## src/rtl/ram_access_ctrl.sv

```systemverilog
// ram_access_ctrl: CPU-side sequencer for the 4096x4 nibble data RAM.
// Holds the SRC pointer and DCL bank, forms the 12-bit RAM address and runs
// WRM/RDM/WRS/RDS one request at a time, absorbing the RAM's 1-cycle read.
// Optional feature macro: RAM_OUTPORT_EN adds the per-bank chip output ports
// (outPort) written by WMP; without it WMP is accepted and dropped.
//
// state   | meaning
// --------+----------------------------------------------------------
// S_IDLE  | ready for a request, RAM outputs parked at 0
// S_WR    | ramWe high for one cycle with address/data
// S_RD_ISS| ramRe high for one cycle with address
// S_RD_CAP| RAM data valid this cycle, captured into rspData at the edge
// S_DONE  | one dead cycle for WMP / illegal ops, no RAM access
module ram_access_ctrl #(
  parameter int NUM_BANKS = 8,
  parameter int RD_LAT    = 1
) (
  input  logic        clk,
  input  logic        rst,
  input  logic        srcLoad,
  input  logic [7:0]  srcAddr,
  input  logic        dclLoad,
  input  logic [2:0]  dclBank,
  input  logic        reqValid,
  output logic        reqReady,
  input  logic [2:0]  reqOp,
  input  logic [1:0]  reqIdx,
  input  logic [3:0]  reqData,
  output logic        rspValid,
  output logic [3:0]  rspData,
  output logic        ramWe,
  output logic        ramRe,
  output logic [11:0] ramAddr,
  output logic [3:0]  ramDataIn,
  input  logic [3:0]  ramDataOut
`ifdef RAM_OUTPORT_EN
  ,
  output logic [15:0] outPort
`endif
);

  localparam int BANK_W = $clog2(NUM_BANKS);

  localparam logic [2:0] OP_WRM = 3'b000;
  localparam logic [2:0] OP_RDM = 3'b001;
  localparam logic [2:0] OP_WRS = 3'b010;
  localparam logic [2:0] OP_RDS = 3'b011;
`ifdef RAM_OUTPORT_EN
  localparam logic [2:0] OP_WMP = 3'b100;
`endif

  // The address layout and the capture stage are built for exactly this shape.
  generate
    if (NUM_BANKS != 8) begin : g_bad_banks
      $error("ram_access_ctrl: NUM_BANKS must be 8");
    end
    if (RD_LAT != 1) begin : g_bad_lat
      $error("ram_access_ctrl: only RD_LAT=1 is supported");
    end
  endgenerate

  typedef enum logic [2:0] {
    S_IDLE   = 3'd0,
    S_WR     = 3'd1,
    S_RD_ISS = 3'd2,
    S_RD_CAP = 3'd3,
    S_DONE   = 3'd4
  } state_t;

  state_t state, state_nx;

  logic [7:0]        src_q;
  logic [BANK_W-1:0] bank_q;

  logic        we_nx, re_nx, rsp_v_nx;
  logic [11:0] addr_nx;
  logic [3:0]  din_nx, rsp_d_nx;
  logic [11:0] main_addr, stat_addr;
  logic        accept;

  assign reqReady  = (state == S_IDLE);
  assign accept    = reqValid && reqReady;
  assign main_addr = {1'b0, bank_q, src_q};
  assign stat_addr = {1'b1, bank_q, src_q[7:4], 2'b00, reqIdx};

  // SRC pointer and DCL bank; loads may arrive at any time and only affect
  // requests accepted after the load edge, since the address is latched at accept.
  always_ff @(posedge clk or posedge rst) begin
    if (rst) begin
      src_q  <= '0;
      bank_q <= '0;
    end else begin
      if (srcLoad) src_q  <= srcAddr;
      if (dclLoad) bank_q <= dclBank;
    end
  end

  // State register.
  always_ff @(posedge clk or posedge rst) begin
    if (rst) state <= S_IDLE;
    else     state <= state_nx;
  end

  // Next state plus next values of the registered RAM/response outputs.
  always_comb begin
    state_nx = state;
    we_nx    = 1'b0;
    re_nx    = 1'b0;
    addr_nx  = '0;
    din_nx   = '0;
    rsp_v_nx = 1'b0;
    rsp_d_nx = rspData;
    case (state)
      S_IDLE: begin
        if (reqValid) begin
          case (reqOp)
            OP_WRM: begin
              state_nx = S_WR;
              we_nx    = 1'b1;
              addr_nx  = main_addr;
              din_nx   = reqData;
            end
            OP_WRS: begin
              state_nx = S_WR;
              we_nx    = 1'b1;
              addr_nx  = stat_addr;
              din_nx   = reqData;
            end
            OP_RDM: begin
              state_nx = S_RD_ISS;
              re_nx    = 1'b1;
              addr_nx  = main_addr;
            end
            OP_RDS: begin
              state_nx = S_RD_ISS;
              re_nx    = 1'b1;
              addr_nx  = stat_addr;
            end
            default: state_nx = S_DONE;
          endcase
        end
      end
      S_WR:     state_nx = S_IDLE;
      S_RD_ISS: state_nx = S_RD_CAP;
      S_RD_CAP: begin
        state_nx = S_IDLE;
        rsp_v_nx = 1'b1;
        rsp_d_nx = ramDataOut;
      end
      S_DONE:   state_nx = S_IDLE;
      default:  state_nx = S_IDLE;
    endcase
  end

  // Registered RAM strobes, address/data and response.
  always_ff @(posedge clk or posedge rst) begin
    if (rst) begin
      ramWe     <= 1'b0;
      ramRe     <= 1'b0;
      ramAddr   <= '0;
      ramDataIn <= '0;
      rspValid  <= 1'b0;
      rspData   <= '0;
    end else begin
      ramWe     <= we_nx;
      ramRe     <= re_nx;
      ramAddr   <= addr_nx;
      ramDataIn <= din_nx;
      rspValid  <= rsp_v_nx;
      rspData   <= rsp_d_nx;
    end
  end

`ifdef RAM_OUTPORT_EN
  logic [3:0]        port_mem [NUM_BANKS][4];
  logic              wmp_pend;
  logic [BANK_W-1:0] wmp_bank;
  logic [1:0]        wmp_chip;
  logic [3:0]        wmp_data;

  // Latch the WMP target at accept so later pointer loads cannot redirect it,
  // then commit it at the edge that ends the DONE cycle.
  always_ff @(posedge clk or posedge rst) begin
    if (rst) begin
      wmp_pend <= 1'b0;
      wmp_bank <= '0;
      wmp_chip <= '0;
      wmp_data <= '0;
      for (int b = 0; b < NUM_BANKS; b++) begin
        for (int c = 0; c < 4; c++) port_mem[b][c] <= '0;
      end
    end else begin
      if (accept && (reqOp == OP_WMP)) begin
        wmp_pend <= 1'b1;
        wmp_bank <= bank_q;
        wmp_chip <= src_q[7:6];
        wmp_data <= reqData;
      end else if (state == S_DONE) begin
        wmp_pend <= 1'b0;
        if (wmp_pend) port_mem[wmp_bank][wmp_chip] <= wmp_data;
      end
    end
  end

  assign outPort = {port_mem[bank_q][3], port_mem[bank_q][2],
                    port_mem[bank_q][1], port_mem[bank_q][0]};
`else
  logic unused_accept;
  assign unused_accept = accept;
`endif

endmodule

```

## config.mk

```make
export PLATFORM = sky130hd
export DESIGN_NAME = ram_access_ctrl
export DESIGN_NICKNAME = d
export VERILOG_FILES = /design/src/rtl/ram_access_ctrl.sv
export SDC_FILE = /design/constraint.sdc
export NUM_CORES = 1
export LEC_CHECK = 0
export CAP_MARGIN = 20
export CORE_MARGIN = 8
export CORE_UTILIZATION = 43
export DETAILED_ROUTE_END_ITERATION = 12
export PLACE_DENSITY = 0.78
export SETUP_SLACK_MARGIN = 0.02
export SYNTH_ARGS = -nofsm -noshare
export SYNTH_HDL_FRONTEND = slang
export SYNTH_SLANG_ARGS = --single-unit
```

## constraint.sdc

```tcl
create_clock -name clk -period 1.5 [get_ports clk]
set_input_delay 0.3 -clock clk [delete_from_list [all_inputs] [get_ports clk]]
set_output_delay 0.3 -clock clk [all_outputs]
set_load 0.01 [all_outputs]
```

==> results.toml <==
[die]
start_util = 0.457
die_w_um = 73.2
coreArea_um2 = 3080
ios = 53
die_area_um2 = 5360
rows = 20
dieHeight_um = 73.2

[final_layout]
stdcell_count = 222
final_cell_mix = "dfrtp_1, clkdlybuf4s50_1, dlygate4sd2_1"
drive_above_1_share = 0.180
final_util = 0.667
fill_cells = 262
nets = 206
n_antenna_cell = 0
mostFrequentLayoutCell = "dfrtp_1"
fin_area_um2 = 2050
area_delta_synth_final_pct = 46.0

[drt]
post_drt_via_cell_ratio = 4.55
totalWireLength_mm = 3.06
drc = 0
wl_per_cell_um = 13.8
drtAntennaViolNets = 0
drt_iter0_markers = 23
num_vias = 1010
dr.pass1.iters = 4

[global_routing]
use_met1 = 0.126
antenna_found_initial = 0
grt_usage = 0.124
grt_pass1_wl_mm = 5.06
grt_max_degree = 28
gr-max-usage-layer = "met2"
grt_remaining_overflow = 0
grt_pass1_vias = 1078
met3_usage = 0.0742
grtUsageMet2 = 0.203

[worst_setup_path]
startpoint = "state[2]"
reg2reg_from = "state[2]"
crit_required_ns = 1.20
reg2reg_slack_ns = 0.16
crit_slowest_cell = "dfrtp_1"
cp-end-kind = "output pin"
worstReg2RegEnd = "ramAddr[1]"
critPathKind = "flip-flop to output pin"
cp_data_arrival_time_ns = 1.28
path_cells = "or3_4, inv_2, buf_6"
crit_path_start_kind = "flip-flop"
cp_max_fo = 3
reg2reg_depth = 3
cp_slowest_stage_delay_ns = 0.40

[power_and_ir_drop]
p_switching_uw = 797
peakVddDrop_uv = 816
leakagePower_uw = 0.00105
powerDensity_nw_per_um2 = 1230
p_seq_frac = 0.477
pwr-share-comb = 0.323
internal_power_uw = 1730
swShare = 0.316
p_clk_frac = 0.200

[timing]
setup_viol = 1
clock_skew_ns = 0.00921
tns_ns = -0.0815
rsz0062_at_grt = "true"
maxSlewHeadroom = 0.781
layout_setup_ws_ns = -0.0815
worstMarginPinSlew_ns = 0.329
min_period_over_period = 1.05
period_needed_ns = 1.58
hold_viol = 0
timing.fmax_ghz = 0.632
slew_viol_final = 0

[placed_design]
pre_cts_ws_ns = -0.161
hpwl_mm = 2.42
globalplace.congestion = 0.685
placed_cells = 214
dpl-instance-area_um2 = 2030
numPortBuffers = 52

[clocking]
clk_latency_ns = 0.34
numCtsBuffers = 5
hold_buffers = 0
cts_sinks = 37
cts_tree = "yes"
clk_pin_slew_worst_paths_ns = 0.11
cts_max_path_buffers = 2
root_buffer = "clkbuf_4"
cts.htree.levels = 2

[synth]
synth.avg_cell_area_um2 = 12.2
yosysWarnings = 0
syn_nets = 144
synth_top_family_by_area = "simple AND/OR/NAND/NOR gates"
syn_inst = 115
yosys.area_share.adder = 0
synth.mux.area_fraction = 0.0622
seq_area_frac_synth = 0.658
yosys_register_bits = 37
syn_area_um2 = 1410
synth-simple-area-share = 0.164
synth-xor-area-share = 0
synth_compound_area_frac = 0.0427
ys_types = 20

[hold_path]
hp-class = "input pin to asynchronous set/reset pin"

[run_status]
outcome = "finished, violations left"
violations = "negative setup slack"

[flow_run]
maxCapViolCount = 0
## cell type report
type / instances / area [µm²] / area share
Tap cell: 44 / 55.1 / 0.0268
Clock buffer: 5 / 37.5 / 0.0183
Timing Repair Buffer: 61 / 573 / 0.279
Clock inverter: 3 / 17.5 / 0.00853
Inverter: 18 / 67.6 / 0.0329
Sequential cell: 37 / 926 / 0.451
Multi-Input combinational cell: 54 / 378 / 0.184
## metal layers
metal	vias to the layer above	wire (µm)
met5	-	0
met4	0	19
met3	4	318
met2	39	1490
met1	474	1230
li1	493	-
## worst max-delay path: cells and delay by family, from the launching register on
family | cells | cell delay [ns]
buffers and inverters | 2 | 0.15
flip-flops | 1 | 0.40
AND/OR/NAND/NOR | 1 | 0.40
## repair_timing
item	in CTS	in global routing
pin swaps	1	1
buffers inserted	0	0
setup endpoints to repair	24	1
endpoints found under the hold margin	0	0
resized for setup	29	0
## cell usage after synthesis
cell       n  share of area
mux2i_1    2          0.014
o21a_1     2          0.011
dfrtp_1   37           0.66
buf_4      1         0.0053
buf_2      2         0.0071
inv_1     18          0.048
nand3b_1   1         0.0053
o21ai_0    9          0.032
nor4_2     5          0.044
nor3b_1    1         0.0053
nor4_4     1          0.015
nand2b_1   1         0.0044
or3_4      1         0.0080
buf_6      1         0.0080
mux2_2     6          0.048
and3b_1    1         0.0062
nand2_1   10          0.027
nor2_1     2         0.0053
nor3_1    12          0.043
clkbuf_1   2         0.0053
## worst max-delay path by stage
| stage | end | slack [ns] | cells past startpoint |
|---|---|---|---|
| final | reqReady | -0.08 | 3 |
| after global routing | reqReady | -0.14 | 3 |
| after CTS | reqReady | -0.1 | 3 |
| after detailed placement | reqReady | -0.16 | 3 |
| after global placement | reqReady | -0.16 | 3 |
| after floorplan | reqReady | 0.20 | 3 |
## cell families after synthesis
family | count (synthesis)
AOI/OAI and AO/OA | 11
buffers and inverters | 24
DFF | 37
muxes | 8
and+or+nand+nor | 35
## state kept, by name, indices dropped and copies added, names as in the netlist
name       count
ramAddr       12
ramWe          1
bank_q         3
rspValid       1
ramRe          1
ramDataIn      4
rspData        4
src_q          8
state          3
## stage by stage
step                      hold slack, ns  power [µW]
after floorplan                    0.364        1690
after global placement             0.485        2090
after detailed placement           0.491        2120
after CTS                          0.245        2560
after global routing               0.271        2670
final                              0.256        2520
## power by group through the flow
stage	clock network (µW)	logic, µW	registers [µW]
final	505	814	1200
after global routing	564	888	1220
after CTS	521	831	1210
after detailed placement	0	886	1230
after global placement	0	866	1220
after floorplan	0	410	1280
Power figures use the tool's default switching activity.
